File: src/rtl/attention_score_drain.sv
// Walks the T x T score matrix in raster order, issues credit-limited reads on the score port,
// buffers the in-order returns in a small FIFO and streams tagged scores out on valid/ready.
module attention_score_drain #(
  parameter int T          = 8,
  parameter int DATA_W     = 32,
  parameter int FIFO_DEPTH = 4,
  localparam int T_W       = (T <= 1) ? 1 : $clog2(T)
) (
  input  logic              clk,
  input  logic              rst_n,
  input  logic              start,
  output logic              busy,
  output logic              done,
  output logic              err_unexp,
  output logic              score_re,
  output logic [T_W-1:0]    score_tq,
  output logic [T_W-1:0]    score_tk,
  input  logic [DATA_W-1:0] score_rdata,
  input  logic              score_rvalid,
  output logic              out_valid,
  input  logic              out_ready,
  output logic [DATA_W-1:0] out_data,
  output logic [T_W-1:0]    out_tq,
  output logic [T_W-1:0]    out_tk,
  output logic              out_last_row,
  output logic              out_last
);

  localparam int PTR_W = $clog2(FIFO_DEPTH);
  localparam int CNT_W = PTR_W + 1;
  localparam logic [T_W-1:0] IDX_LAST  = T_W'(T - 1);
  localparam logic [CNT_W:0] DEPTH_EXT = (CNT_W + 1)'(FIFO_DEPTH);

  typedef enum logic [1:0] {IDLE, ISSUE, DRAIN, DONE} state_t;

  state_t            state;
  logic [T_W-1:0]    iss_tq, iss_tk;
  logic [T_W-1:0]    rsp_tq, rsp_tk;
  logic [CNT_W-1:0]  outstanding;
  logic [CNT_W-1:0]  fifo_count;
  logic [PTR_W-1:0]  wr_ptr, rd_ptr;
  logic [DATA_W-1:0] fifo_data [FIFO_DEPTH];
  logic [T_W-1:0]    fifo_tq   [FIFO_DEPTH];
  logic [T_W-1:0]    fifo_tk   [FIFO_DEPTH];

  logic [CNT_W:0]    in_use;
  logic              issue, ret, pop, iss_last;

  function automatic logic [2*T_W-1:0] next_idx(input logic [T_W-1:0] tq,
                                                input logic [T_W-1:0] tk);
    if (tk == IDX_LAST) return {tq + T_W'(1), {T_W{1'b0}}};
    return {tq, tk + T_W'(1)};
  endfunction

  // Reads in flight plus buffered entries bound the FIFO occupancy, so a return can never overflow it.
  assign in_use   = {1'b0, fifo_count} + {1'b0, outstanding};
  assign issue    = (state == ISSUE) && (in_use < DEPTH_EXT);
  assign ret      = score_rvalid && (outstanding != '0);
  assign iss_last = (iss_tq == IDX_LAST) && (iss_tk == IDX_LAST);

  assign out_valid    = (fifo_count != '0);
  assign out_data     = out_valid ? fifo_data[rd_ptr] : '0;
  assign out_tq       = out_valid ? fifo_tq[rd_ptr]   : '0;
  assign out_tk       = out_valid ? fifo_tk[rd_ptr]   : '0;
  assign out_last_row = out_valid && (out_tk == IDX_LAST);
  assign out_last     = out_valid && (out_tq == IDX_LAST) && (out_tk == IDX_LAST);
  assign pop          = out_valid && out_ready;

  // Control: sequencing, request register, credit and FIFO bookkeeping
  always_ff @(posedge clk or negedge rst_n) begin
    if (!rst_n) begin
      state       <= IDLE;
      busy        <= 1'b0;
      done        <= 1'b0;
      err_unexp   <= 1'b0;
      score_re    <= 1'b0;
      score_tq    <= '0;
      score_tk    <= '0;
      iss_tq      <= '0;
      iss_tk      <= '0;
      rsp_tq      <= '0;
      rsp_tk      <= '0;
      outstanding <= '0;
      fifo_count  <= '0;
      wr_ptr      <= '0;
      rd_ptr      <= '0;
    end else begin
      done     <= 1'b0;
      score_re <= 1'b0;
      case (state)
        IDLE: begin
          if (start) begin
            state     <= ISSUE;
            busy      <= 1'b1;
            iss_tq    <= '0;
            iss_tk    <= '0;
            rsp_tq    <= '0;
            rsp_tk    <= '0;
            err_unexp <= 1'b0;
          end
        end
        ISSUE: begin
          if (issue) begin
            score_re         <= 1'b1;
            score_tq         <= iss_tq;
            score_tk         <= iss_tk;
            {iss_tq, iss_tk} <= next_idx(iss_tq, iss_tk);
            if (iss_last) state <= DRAIN;
          end
        end
        DRAIN: begin
          if (pop && out_last) begin
            state <= DONE;
            done  <= 1'b1;
            busy  <= 1'b0;
          end
        end
        default: state <= IDLE;
      endcase

      // A stray return is flagged after the start clear so it is never lost.
      if (score_rvalid && (outstanding == '0)) err_unexp <= 1'b1;

      case ({issue, ret})
        2'b10:   outstanding <= outstanding + CNT_W'(1);
        2'b01:   outstanding <= outstanding - CNT_W'(1);
        default: outstanding <= outstanding;
      endcase

      if (ret) begin
        {rsp_tq, rsp_tk} <= next_idx(rsp_tq, rsp_tk);
        wr_ptr           <= wr_ptr + PTR_W'(1);
      end
      if (pop) rd_ptr <= rd_ptr + PTR_W'(1);

      case ({ret, pop})
        2'b10:   fifo_count <= fifo_count + CNT_W'(1);
        2'b01:   fifo_count <= fifo_count - CNT_W'(1);
        default: fifo_count <= fifo_count;
      endcase
    end
  end

  // Return FIFO storage: data path, written on each accepted return
  always_ff @(posedge clk) begin
    if (ret) begin
      fifo_data[wr_ptr] <= score_rdata;
      fifo_tq[wr_ptr]   <= rsp_tq;
      fifo_tk[wr_ptr]   <= rsp_tk;
    end
  end

endmodule

File: config.mk
export PLATFORM = sky130hd
export DESIGN_NAME = attention_score_drain
export DESIGN_NICKNAME = d
export VERILOG_FILES = /design/src/rtl/attention_score_drain.sv
export SDC_FILE = /design/constraint.sdc
export NUM_CORES = 1
export LEC_CHECK = 0
export ABC_AREA = 1
export BUFFER_PORTS_ARGS = -buffer_cell sky130_fd_sc_hd__buf_4
export CAP_MARGIN = 20
export CORE_ASPECT_RATIO = 2
export CORE_MARGIN = 4
export CORE_UTILIZATION = 57
export DETAILED_ROUTE_END_ITERATION = 8
export HOLD_SLACK_MARGIN = 0.15
export PLACE_DENSITY = 0.79
export SLEW_MARGIN = 30
export SYNTH_ARGS = -nofsm -noshare
export SYNTH_HDL_FRONTEND = slang
export SYNTH_SLANG_ARGS = --single-unit
File: constraint.sdc
create_clock -name clk -period 6.7 [get_ports clk]
set_input_delay 0 -clock clk [delete_from_list [all_inputs] [get_ports clk]]
set_output_delay 0 -clock clk [all_outputs]
set_load 0.02 [all_outputs]
Word-level counts from Yosys, hierarchy flattened
Memories as Yosys holds them, arrays and structs flattened. Cells that the tools add are included.

Memory bits (writable): 152. Memories kept: 3. Word-level logic and storage cells: 115. Bits in registers: 34. Input port bits: 37.

Memories: fifo_data (words 4, bits a word 32, rd ports 1, clocked after Yosys merged registers in 0, wr ports 1, line 42) `logic [DATA_W-1:0] fifo_data [FIFO_DEPTH];`; fifo_tk (words 4, bits a word 3, rd ports 1, clocked after Yosys merged registers in 0, wr ports 1, line 44) `logic [T_W-1:0] fifo_tk [FIFO_DEPTH];`; fifo_tq (words 4, bits a word 3, rd ports 1, clocked after Yosys merged registers in 0, wr ports 1, line 43) `logic [T_W-1:0] fifo_tq [FIFO_DEPTH];`.

Mux-type cells: 39. Order comparisons: 1. Eq/ne operators: 17. Reductions and logical operators: 29. Add/sub/neg operators: 11.

Operators by type and width (number): $mux 32 (1); $mux 3 (8); $mux 6 (4); $pmux 3 s2 (4); $add 3x1->3 const B (6); $mux 1 (16); $reduce_bool 2->1 (8); $eq 3x3->1 const B (5); $logic_and 1x1->1 (9); $reduce_and 3->1 (3); $mux 2 (4); $ne 2x2->1 const B (4); $reduce_and 4->1 (2); $eq 2x1->1 const B (3); $eq 2x2->1 const B (3); $pmux 2 s3 (1); $reduce_and 2->1 (3); $reduce_bool 3->1 (2); $sub 3x1->3 const B (2); $add 2x1->2 const B (2); $add 3x3->4 (1); $lt 4x3->1 const B (1); $ne 2x1->1 const B (2); $logic_not 3->1 (1); 2 further kinds (2).

Logic depth before layout (Yosys ltp)
Depth in word-level cells: 8. Gate-level depth with buffers: 12. Mapped depth without buffers: 11.

Worst setup path before layout
OpenSTA, ideal clock, no wires.

Path type: register to register. From: register outstanding[0]. To: memory fifo_data[0][0], enable pin. Setup slack: 3.954 ns. Stages on the path, launching flop included: 4. Arrival time: 2.312 ns. Period minus slack after synthesis: 2.746 ns. Buffers on the path: 1. Path through: dfrtp_1 > o31ai_1 > clkbuf_1 > nor2_1.

Cells in the longest elaborated chain, start to end: 4.

RTL lines: start: declaration (line 39) `logic [CNT_W-1:0] outstanding;`; start signal: assignment (line 125) `2'b10: outstanding <= outstanding + CNT_W'(1);`; start signal: assignment (line 126) `2'b01: outstanding <= outstanding - CNT_W'(1);`; start signal: assignment (line 127) `default: outstanding <= outstanding;`; $reduce_bool 3->1 (line 58) `assign ret = score_rvalid && (outstanding != '0);`; $logic_and 1x1->1 (line 58); $mux 1 (line 146) `if (ret) begin`; $mux 1 (not written as such) (line 147) `fifo_data[wr_ptr] <= score_rdata;`; end: declaration (line 42).

Every way passes these cells.

Worst setup path in the final report
From: register outstanding[1]. To: register outstanding[2].

Cells in the longest elaborated chain, start to end: 5.

RTL lines: $add 3x3->4 (line 56) `assign in_use = {1'b0, fifo_count} + {1'b0, outstanding};`; $lt 4x3->1 (line 57) `assign issue = (state == ISSUE) && (in_use < DEPTH_EXT);`; $logic_and 1x1->1 (line 57); $eq 2x1->1 / $eq 2x2->1 (equally long branches) (line 124) `case ({issue, ret})`; $pmux 3 s2 / $reduce_bool 2->1 (equally long branches).

Parallel ways exist; a longest one is shown, timed or not. A chain may end at the register's enable or synchronous reset.

==> summary.txt <==
Run status
  – Status: finished clean

Worst setup path
  – Data arrival, critical path: approximately 2900 ps
  – Crit-path max cell delay: roughly 460 ps
  – Worst Path Buf+Inv: 2
  – Critical Path RT: about 7000 ps
  – Crit end category: flip-flop
  – CP Class: reg -> reg
  – Cell family with most CP delay: adder cells
  – Cell Chain, Critical Path: ha_1, nand3_1, nand2_1, nor2_1, inv_1, ha_1, inv_1, fa_1, a21oi_1, o21ai_0, xor2_1
  – CP Launch Type: flip-flop
  – Slowest cell on the critical path: dfrtp_1
  – Critical Path Fanout Max: 14

Drt
  – Post-DRT Antenna Nets: 0
  – Via count: 5,411
  – Starting DRT DRC Count: 460
  – First-pass detailed-route iteration total: 6
  – Vias/cell: around 5.7
  – WL per Instance: about 18 um
  – Total Wirelength: 16,900 um
  – Drt drc: 0

CTS
  – TritonCTS clock tree: built
  – Max clock buf depth: 2
  – Root buf cell: clkbuf_16
  – Register clock-pin slew on the reported worst setup and hold paths: ~70 ps
  – CTS buffer count: 17
  – Sink Count: between 150 and 200
  – CTS H-Tree Depth: 4
  – Worst-Skew Late Latency: 430 ps
  – Post-CTS resize count: 0

Cells and area
  – Most frequent cells in the layout: edfxtp_1, nor2_1, buf_4, o21ai_0, nand2_1
  – Finished Cell Area: 9520 um^2
  – Synth-to-layout area growth: 22.9%
  – Fill cell count: roughly 870
  – Ant. Diodes: 0
  – Nets: 841
  – Layout cells sized above 1: a little under a fifth
  – Util after Layout: a little under three quarters
  – Commonest non-fill, non-tap cell in the layout: edfxtp_1

Global routing
  – GR Overflow Total: 0
  – Number of global-route vias before repair: 5,689
  – Largest net degree at the start of global routing: 79
  – First-pass GRT wire length: around 28,000 um
  – Initial antenna violation count: 0
  – GRT Total Usage: roughly 22%

Synthesis
  – Synth top area cells: edfxtp_1, dfrtp_1, nor2_1
  – FF+latch count, synth: about 190
  – Number of library cell types mapped by synthesis: 30
  – Avg Synthesized Cell Area: 11.7 um^2
  – Mapped Area: roughly 7700 um^2
  – Largest family of logic cells by synthesized area: simple AND/OR/NAND/NOR gates
  – Asr flop ratio synth: a little under a fifth
  – Yosys warnings: 0
  – Post-Synth Simple-Gate Area: about 12%
  – Cell taking the most area after synthesis: edfxtp_1
  – Complex-gate fraction of the synthesized area: approximately 9.0%
  – Synth Area in Adders: under 10%
  – Post-synth top area share: between 50% and 60%
  – Post-Synth XOR/XNOR Area: less than 1%
  – Post-synth top flop: edfxtp_1
  – Mapped Cells: between 600 and 700
  – Post-synth EDFFs: 152
  – Mapped Nets: 718
  – Share of the yosys chip area belonging to registers: about 70%
  – Post-synthesis mux area share: 0%

Floorplanning
  – Chip Height: around 170 um
  – Die W: 90.4 um
  – Initial Util: between 50 and 60%
  – Rows: 60
  – Core area: about 13,000 um^2
  – Die area: 15,600 um^2
  – IO Count: approximately 90

Timing
  – F_max: around 400 MHz
  – RSZ-0062 raised after global routing: no
  – Post-route minimum period: 2560 ps
  – Setup TNS: 0 ps
  – Hold Vio Cnt, Final: 0
  – Final Slew Violations: 0
  – Hold_ws: 310 ps
  – Final Setup Violations: 0
  – Final clock skew: just under 10 ps
  – Max_slew headroom: a little over two fifths
  – Final period util: between 30% and 40%
  – Worst-Margin Slew: ~870 ps

Min path
  – Hold Crit Class: in -> reg

Power
  – Power Density: between 400 and 500 nW/um^2
  – Max VDD drop: between 0.3 and 0.4 mV
  – Total power: 0.00460 W
  – P_leak: roughly 3.8 nW

Flow run
  – Max_cap viols: 0

Placed design
  – Detailed Place HPWL: 10,200 um
  – IO Port Bufs: a little under 90
  – RePlAce Congestion: slightly below 0.8
  – Placed cell areas: between 8000 and 9000 um^2
-- state kept, by name, indices dropped and copies added, names as in the netlist --
name,cells
wr_ptr,2
iss_tq,3
fifo_count,3
score_tk,3
busy,1
err_unexp,1
score_re,1
fifo_data,128
state,2
fifo_tk,12
score_tq,3
rsp_tq,3
rd_ptr,2
done,1
outstanding,3
rsp_tk,3
fifo_tq,12
iss_tk,3
-- what timing repair did --
item,in CTS,in global routing
buffers inserted,0,0
hold buffers,38,0
endpoints found under the hold margin,178,0
-- worst register-to-register path, delay by kind of cell, from the launching register on --
family,cells,cell delay (ps)
fa+ha+maj,3,920
simple gates,3,310
xor+xnor,1,150
buf+inv,2,370
flops,1,460
compound gates,2,250
-- synthesized netlist by cell type, types with 3 or more instances --
master / number
clkbuf_1: 9
edfxtp_1: 152
ha_1: 19
o21ai_0: 84
nand3_1: 21
xor2_1: 5
buf_2: 8
buf_1: 8
inv_1: 49
dfrtp_1: 34
nand2_1: 55
a21oi_1: 42
nand2_2: 8
nor2_1: 140
buf_6: 3
nand3_2: 3
-- per-stage QoR --
stage	worst slack, ps	std cells
after floorplan	3950	660
after global placement	4050	881
after detailed placement	4160	881
after CTS	4130	951
after global routing	3890	951
final	4140	951
-- routing by layer --
layer | part of all wire [%] | vias to the layer above | global-route usage [%]
li1 | - | 2506 | -
met1 | 35 | 2671 | 24.5
met2 | 56 | 203 | 41.4
met3 | 6.5 | 31 | 5.70
met4 | 2.2 | 0 | 8.12
met5 | 0 | - | 0
-- kinds of logic (layout without fill, tap and decap cells) --
kind of cell	count (synthesis)	in the layout
buf+inv	80	216
compound gates	133	133
flops	186	186
fa+ha+maj	21	21
simple gates	233	233
xor+xnor	7	7
-- cell type report --
| cell class | instances | area [um^2] | area share (%) |
|---|---|---|---|
| clock buffers | 17 | 425 | 4.47 |
| repair buffers | 133 | 1100 | 11.6 |
| multi-input cells | 394 | 2030 | 21.4 |
| well taps | 155 | 194 | 2.04 |
| clock inverters | 15 | 149 | 1.56 |
| inverters | 51 | 194 | 2.04 |
| flip-flops and latches | 186 | 5420 | 56.9 |
-- power breakdown --
part | internal, W | leakage, nW | switching [W]
clock network | 0.000498 | 0.283 | 0.000456
logic | 0.000679 | 1.67 | 0.00130
registers | 0.00154 | 1.84 | 0.000115
-- path summary, 6_finish.rpt --
| path | end | cells after the start | from | slack [ps] |
|---|---|---|---|---|
| max | outstanding[2]$_DFFE_PN0P_ | 11 | outstanding[1]$_DFFE_PN0P_ | 4140 |
| max reg2reg | outstanding[2]$_DFFE_PN0P_ | 11 | outstanding[1]$_DFFE_PN0P_ | 4140 |
| min | fifo_data[3][28]$_DFFE_PP_ | 2 | score_rdata[28] | 310 |
| min reg2reg | score_tk[1]$_DFFE_PN0P_ | 2 | score_tk[1]$_DFFE_PN0P_ | 490 |
| min in group asynchronous | iss_tq[1]$_DFFE_PN0P_ | 4 | rst_n | 610 |
| max in group asynchronous | rd_ptr[0]$_DFFE_PN0P_ | 4 | rst_n | 5890 |
Note: power is estimated with default switching activity, not from simulation.
